===== config.mk =====
export PLATFORM = sky130hd
export DESIGN_NAME = multicycle_core
export DESIGN_NICKNAME = d
export VERILOG_FILES = /design/src/rtl/multicycle_core.sv
export SDC_FILE = /design/constraint.sdc
export NUM_CORES = 2
export LEC_CHECK = 0
export CAP_MARGIN = 5
export CORE_MARGIN = 4
export CORE_UTILIZATION = 32
export CTS_CLUSTER_SIZE = 12
export DETAILED_ROUTE_END_ITERATION = 8
export GPL_TIMING_DRIVEN = 0
export PLACE_DENSITY_LB_ADDON = 0.08
export SYNTH_ARGS = -nofsm -noshare
export SYNTH_HDL_FRONTEND = slang
export SYNTH_SLANG_ARGS = --single-unit

===== constraint.sdc =====
create_clock -name clk -period 16.37 [get_ports clk]
set_input_delay 4.911 -clock clk [delete_from_list [all_inputs] [get_ports clk]]
set_output_delay 4.911 -clock clk [all_outputs]
set_load 0.03 [all_outputs]

===== src/rtl/multicycle_core.sv =====
// Multi-cycle RV32I-subset core: one shared ALU, one memory port, FSM control.
// Executes lw/sw, add/sub/and/or/slt, addi/andi/ori/slti, beq and jal; halts on anything else.
module multicycle_core #(
    parameter int                    DATA_WIDTH = 32,
    parameter int                    REG_COUNT  = 32,
    parameter logic [DATA_WIDTH-1:0] RESET_PC   = '0
) (
    input  logic                  clk,
    input  logic                  rst,
    output logic                  mem_req,
    output logic                  mem_we,
    output logic [DATA_WIDTH-1:0] mem_addr,
    output logic [DATA_WIDTH-1:0] mem_wdata,
    input  logic [DATA_WIDTH-1:0] mem_rdata,
    input  logic                  mem_ready,
    output logic [DATA_WIDTH-1:0] pc,
    output logic                  retire,
    output logic                  halted
);
    localparam int RW = $clog2(REG_COUNT);

    localparam logic [6:0] OP_LW  = 7'b0000011;
    localparam logic [6:0] OP_SW  = 7'b0100011;
    localparam logic [6:0] OP_R   = 7'b0110011;
    localparam logic [6:0] OP_I   = 7'b0010011;
    localparam logic [6:0] OP_BR  = 7'b1100011;
    localparam logic [6:0] OP_JAL = 7'b1101111;

    typedef enum logic [3:0] {
        S_FETCH, S_DECODE, S_MEMADR, S_MEMREAD, S_MEMWB, S_MEMWRITE,
        S_EXEC_R, S_EXEC_I, S_ALUWB, S_BEQ, S_JAL, S_HALT
    } state_t;

    typedef enum logic [2:0] {ALU_ADD, ALU_SUB, ALU_AND, ALU_OR, ALU_SLT} alu_op_t;

    state_t                r_state, w_next, w_dec_next;
    logic [DATA_WIDTH-1:0] r_pc, r_oldpc, r_ir, r_a, r_b, r_aluout, r_mdr;
    logic [DATA_WIDTH-1:0] r_rf [REG_COUNT];

    logic [6:0]            w_opcode, w_f7;
    logic [2:0]            w_f3;
    logic [RW-1:0]         w_rs1, w_rs2, w_rd;
    logic [DATA_WIDTH-1:0] w_imm_i, w_imm_s, w_imm_b, w_imm_j;
    logic [DATA_WIDTH-1:0] w_alu_a, w_alu_b, w_alu_y, w_rf_wd;
    alu_op_t               w_alu_op, w_fop;
    logic                  w_zero, w_req, w_rf_we;

    // Instruction fields and sign-extended immediates, all from IR
    assign w_opcode = r_ir[6:0];
    assign w_f3     = r_ir[14:12];
    assign w_f7     = r_ir[31:25];
    assign w_rs1    = r_ir[15 +: RW];
    assign w_rs2    = r_ir[20 +: RW];
    assign w_rd     = r_ir[7 +: RW];
    assign w_imm_i  = {{(DATA_WIDTH-12){r_ir[31]}}, r_ir[31:20]};
    assign w_imm_s  = {{(DATA_WIDTH-12){r_ir[31]}}, r_ir[31:25], r_ir[11:7]};
    assign w_imm_b  = {{(DATA_WIDTH-12){r_ir[31]}}, r_ir[7], r_ir[30:25], r_ir[11:8], 1'b0};
    assign w_imm_j  = {{(DATA_WIDTH-20){r_ir[31]}}, r_ir[19:12], r_ir[20], r_ir[30:21], 1'b0};

    // Decode legality and the state that follows DECODE; ALU function for R/I ops
    always_comb begin
        w_dec_next = S_HALT;
        w_fop      = ALU_ADD;
        case (w_f3)
            3'b111:  w_fop = ALU_AND;
            3'b110:  w_fop = ALU_OR;
            3'b010:  w_fop = ALU_SLT;
            default: w_fop = (w_opcode == OP_R && w_f7 == 7'b0100000) ? ALU_SUB : ALU_ADD;
        endcase
        case (w_opcode)
            OP_LW, OP_SW: if (w_f3 == 3'b010) w_dec_next = S_MEMADR;
            OP_R: begin
                if ((w_f7 == 7'b0000000 && (w_f3 == 3'b000 || w_f3 == 3'b111 ||
                                            w_f3 == 3'b110 || w_f3 == 3'b010)) ||
                    (w_f7 == 7'b0100000 && w_f3 == 3'b000))
                    w_dec_next = S_EXEC_R;
            end
            OP_I: begin
                if (w_f3 == 3'b000 || w_f3 == 3'b111 || w_f3 == 3'b110 || w_f3 == 3'b010)
                    w_dec_next = S_EXEC_I;
            end
            OP_BR:   if (w_f3 == 3'b000) w_dec_next = S_BEQ;
            OP_JAL:  w_dec_next = S_JAL;
            default: w_dec_next = S_HALT;
        endcase
    end

    // Shared ALU operand selection by state
    always_comb begin
        w_alu_a  = r_a;
        w_alu_b  = r_b;
        w_alu_op = ALU_ADD;
        case (r_state)
            S_FETCH:  begin w_alu_a = r_pc;    w_alu_b = DATA_WIDTH'(4); end
            S_DECODE: begin w_alu_a = r_oldpc; w_alu_b = w_imm_b; end
            S_MEMADR: w_alu_b = (w_opcode == OP_SW) ? w_imm_s : w_imm_i;
            S_EXEC_R: w_alu_op = w_fop;
            S_EXEC_I: begin w_alu_b = w_imm_i; w_alu_op = w_fop; end
            S_BEQ:    w_alu_op = ALU_SUB;
            S_JAL:    begin w_alu_a = r_oldpc; w_alu_b = w_imm_j; end
            default:  ;
        endcase
    end

    // ALU: modulo arithmetic, signed set-less-than
    always_comb begin
        w_alu_y = w_alu_a + w_alu_b;
        case (w_alu_op)
            ALU_SUB: w_alu_y = w_alu_a - w_alu_b;
            ALU_AND: w_alu_y = w_alu_a & w_alu_b;
            ALU_OR:  w_alu_y = w_alu_a | w_alu_b;
            ALU_SLT: w_alu_y = {{(DATA_WIDTH-1){1'b0}}, $signed(w_alu_a) < $signed(w_alu_b)};
            default: ;
        endcase
    end
    assign w_zero = (w_alu_y == '0);

    // Next state, bus control, retirement and register-write selection
    always_comb begin
        w_next   = r_state;
        w_req    = 1'b0;
        mem_we   = 1'b0;
        mem_addr = {r_aluout[DATA_WIDTH-1:2], 2'b00};
        retire   = 1'b0;
        w_rf_we  = 1'b0;
        w_rf_wd  = r_aluout;
        case (r_state)
            S_FETCH: begin
                w_req    = 1'b1;
                mem_addr = {r_pc[DATA_WIDTH-1:2], 2'b00};
                if (mem_ready) w_next = S_DECODE;
            end
            S_DECODE:   w_next = w_dec_next;
            S_MEMADR:   w_next = (w_opcode == OP_SW) ? S_MEMWRITE : S_MEMREAD;
            S_MEMREAD: begin
                w_req = 1'b1;
                if (mem_ready) w_next = S_MEMWB;
            end
            S_MEMWB:    begin w_rf_we = 1'b1; w_rf_wd = r_mdr; retire = 1'b1; w_next = S_FETCH; end
            S_MEMWRITE: begin
                w_req  = 1'b1;
                mem_we = 1'b1;
                if (mem_ready) begin retire = 1'b1; w_next = S_FETCH; end
            end
            S_EXEC_R, S_EXEC_I: w_next = S_ALUWB;
            S_ALUWB:    begin w_rf_we = 1'b1; retire = 1'b1; w_next = S_FETCH; end
            S_BEQ:      begin retire = 1'b1; w_next = S_FETCH; end
            S_JAL:      begin w_rf_we = 1'b1; w_rf_wd = r_pc; retire = 1'b1; w_next = S_FETCH; end
            default:    w_next = S_HALT;
        endcase
    end

    // A held reset must not leave a FETCH request visible on the bus
    assign mem_req   = w_req & rst;
    assign mem_wdata = r_b;
    assign pc        = r_pc;
    assign halted    = (r_state == S_HALT);

    // State register
    always_ff @(posedge clk or negedge rst) begin
        if (!rst) r_state <= S_FETCH;
        else      r_state <= w_next;
    end

    // Datapath registers, loaded only in the state that owns them
    always_ff @(posedge clk or negedge rst) begin
        if (!rst) begin
            r_pc     <= RESET_PC;
            r_oldpc  <= '0;
            r_ir     <= '0;
            r_a      <= '0;
            r_b      <= '0;
            r_aluout <= '0;
            r_mdr    <= '0;
        end else begin
            case (r_state)
                S_FETCH: if (mem_ready) begin
                    r_ir    <= mem_rdata;
                    r_oldpc <= r_pc;
                    r_pc    <= w_alu_y;
                end
                S_DECODE: begin
                    r_a      <= r_rf[w_rs1];
                    r_b      <= r_rf[w_rs2];
                    r_aluout <= w_alu_y;
                end
                S_MEMADR, S_EXEC_R, S_EXEC_I: r_aluout <= w_alu_y;
                S_MEMREAD: if (mem_ready) r_mdr <= mem_rdata;
                S_BEQ:     if (w_zero) r_pc <= r_aluout;
                S_JAL:     r_pc <= w_alu_y;
                default:   ;
            endcase
        end
    end

    // Register file; x0 is never written so it always reads zero
    always_ff @(posedge clk or negedge rst) begin
        if (!rst) begin
            for (int i = 0; i < REG_COUNT; i++) r_rf[i] <= '0;
        end else if (w_rf_we && w_rd != '0) begin
            r_rf[w_rd] <= w_rf_wd;
        end
    end
endmodule


==> flow_summary_export.csv <==
group,metric,value,unit
detailed_routing,ant_nets,0,
yosys,synth_common_cells,"1252 x dfrtp_1, 680 x a21oi_1, 669 x nor2_1",
detailed_routing,num_vias,55814,
worst_setup_path,crit_top_cell,"buf_16",
floorplanning,rows,168,
timing,finalCritPeriodShare,77.1,%
cts,cts-root-buf,"clkbuf_16",
floorplanning,pin_count,135,
floorplanning,die_width,468,µm
cts,cts_tree,"built",
timing,worst_pin_slew,1.47,ns
yosys,yosysTopAreaCell,"dfrtp_1",
yosys,ys.flop_type,"dfrtp_1",
worst_setup_path,cp.arrival,7.71,ns
cts,post_cts.repair.setup_buffers,0,
worst_setup_path,crit_chain,"buf_16 -> buf_16 -> buf_16 -> nor3b_1 -> clkdlybuf4s50_1",
yosys,post-synth-top-count-cell,"dfrtp_1",
worst_setup_path,start_kind,"primary input",
yosys,synthArstFlopShare,100,%
layout,num-fill-cells,20922,
yosys,synth_edf_count,0,
place,gp_congestion,0.965,
yosys,synth_area,0.0677,mm²
timing,tns,0,ns
timing,clock.fmax,79.2,MHz
detailed_routing,wirelength,335000,µm
layout,areaGrowthSynthToFinish,16.3,%
yosys,ys_types,85,
layout,seqCellArea,0.0313,mm²
cts,holdBufCountCts,0,
worst_setup_path,critPathKind,"primary input to output port",
timing,post-route-min-period,12.62,ns
detailed_routing,drc_errors,0,
timing,skew,0.0528,ns
place,place_area,0.0734,mm²
yosys,synth_seq_area_share,46.3,%
layout,fin_nets,6569,
worst_setup_path,critPathTopFamily,"buffers and inverters",
cts,cts_buffer_depth,3,
cts,htree_num_levels,4,
grt,antenna_found_initial,18,
cts,cts_resized,0,
yosys,syn_avg_cell_area,11.1,µm²
worst_hold_path,worstHoldPathType,"register to register",
worst_setup_path,path_buf_inv,4,
grt,grt_usage,30.2,%
layout,multi_input_area,0.0337,mm²
layout,final_cell_area,0.0787,mm²
floorplanning,die_area,0.219,mm²
worst_setup_path,cpMaxStageDelayCell,"clkdlybuf4s50_1",
yosys,synth.top_cells.by_area,"dfrtp_1 46%, mux4_2 21%, a21oi_1 5.0%",
detailed_routing,drtPass1Iterations,6,
floorplanning,coreArea,0.210,mm²
layout,layout.cells.non_filler,9364,
yosys,synth_top_area_share,46.3,%
detailed_routing,routed.top_layer,"met5",
grt,overflow,0,
cts,numCtsBuffers,153,
grt,grt_pass1_vias,55594,
worst_setup_path,cp_slowest_stage_delay,0.71,ns
cts,numClockSinks,1252,
floorplanning,fp.dieH,468,µm
place,port_buffers,131,
worst_setup_path,end_kind,"output port",
worst_setup_path,cp.required,11.46,ns
yosys,ys_warn_count,0,
yosys,ys_ff_latch,1252,
timing,hold_viol_final,0,
detailed_routing,via_per_inst,5.96,
timing,setup_viol,0,
cts,clk_latency,0.86,ns
detailed_routing,wl_met2,152000,µm
yosys,netlist_instances,6091,
layout,drive_gt1_share,17.4,%
timing,max_slew_margin,1.96,%
flow_run,max_cap_violations,0,
floorplanning,start_util,32.2,%
grt,grt_start_max_net_pins,166,
detailed_routing,wl_per_cell,35.7,µm
timing,timing.final.max_slew_violations,0,
place,place_hpwl,253000,µm
place,placed_cells,9080,
timing,rsz0062_at_grt,"no",
detailed_routing,drt_iter0_drc,6553,
detailed_routing,wl_met1,138000,µm
grt,grt_pass1_wl,460000,µm
run_status,status,"completed",
worst_setup_path,worstPathMaxFanout,148,
cts,clk_pin_slew,0.05,ns
detailed_routing,wl_met3,26600,µm
area by class of cell:
class / instances / area share, %
Inverter: 101 / 0.482
Clock buffer: 237 / 5.83
Clock inverter: 36 / 0.682
Antenna cell: 5 / 0.0159
Sequential cell: 1252 / 39.8
Tap cell: 2805 / 4.46
Multi-Input combinational cell: 4124 / 42.8
Timing Repair Buffer: 189 / 2.88
Buffer: 615 / 3.03
cells in the final DEF, fill, tap and decap left out, types with 38 or more instances in the layout:
cell             synthesis  layout
nor2_1                 669     669
a22o_1                  40      40
ha_1                    96      96
mux4_2                 640     640
buf_1                   60      42
clkdlybuf4s50_1          0     130
clkbuf_16                0     153
dfrtp_1               1252    1252
clkbuf_1               543     569
a21oi_1                680     680
nand2_1                665     665
a221o_1                 38      38
o21ai_0                599     599
a21o_1                  54      54
inv_1                   99      99
mux2_2                  99      99
clkbuf_8                 0      44
mux2i_1                 70      70
cell families after synthesis:
family,after synthesis,synth area share [%]
AO/OA/AOI/OAI,1609,13.5
AND/OR/NAND/NOR,1554,9.42
flip-flops,1252,46.3
multiplexers,838,24.6
buffers and inverters,716,4.03
adder cells (fa/ha/maj),98,1.83
XOR/XNOR,23,0.298
other,1,0.00554
state kept, by name, indices dropped and copies added, names as in the netlist:
signal / cells
mem_wdata: 32
pc: 32
r_a: 32
r_aluout: 32
r_ir: 32
r_mdr: 32
r_oldpc: 32
r_rf: 1024
r_state: 4
metrics by stage:
step	worst slack, ns	util [%]	hold WS [ns]
floorplan	5.43	-	0.441
global placement	-51.65	34.5	0.451
detailed placement	3.72	35.0	0.464
CTS	3.71	37.4	0.478
global route	3.48	37.5	0.500
finish	3.75	37.5	0.473
metal layers:
| layer | GRT usage (%) | vias up |
|---|---|---|
| li1 | - | 22897 |
| met5 | 0 | - |
| met2 | 47.3 | 2667 |
| met4 | 14.1 | 6 |
| met3 | 6.36 | 642 |
| met1 | 40.3 | 29602 |
worst paths after layout:
| path | start | to | slack [ns] | cells after the start |
|---|---|---|---|---|
| worst min register to register | r_rf[1018]$_DFFE_PN0P_ | r_rf[1018]$_DFFE_PN0P_ | 0.47 | 1 |
| min in group asynchronous | rst | r_rf[602]$_DFFE_PN0P_ | 4.02 | 1 |
| worst max-delay path | rst | mem_req | 3.75 | 5 |
| max in group asynchronous | rst | r_rf[203]$_DFFE_PN0P_ | 9.59 | 4 |
| worst max register to register | r_state[0]$_DFFE_PN0P_ | pc[25]$_DFFE_PN0P_ | 6.91 | 25 |
| worst min-delay path | r_rf[1018]$_DFFE_PN0P_ | r_rf[1018]$_DFFE_PN0P_ | 0.47 | 1 |
Power is not shown: default switching activity piles up to over one toggle a cycle in this logic, so the estimate is an artifact.
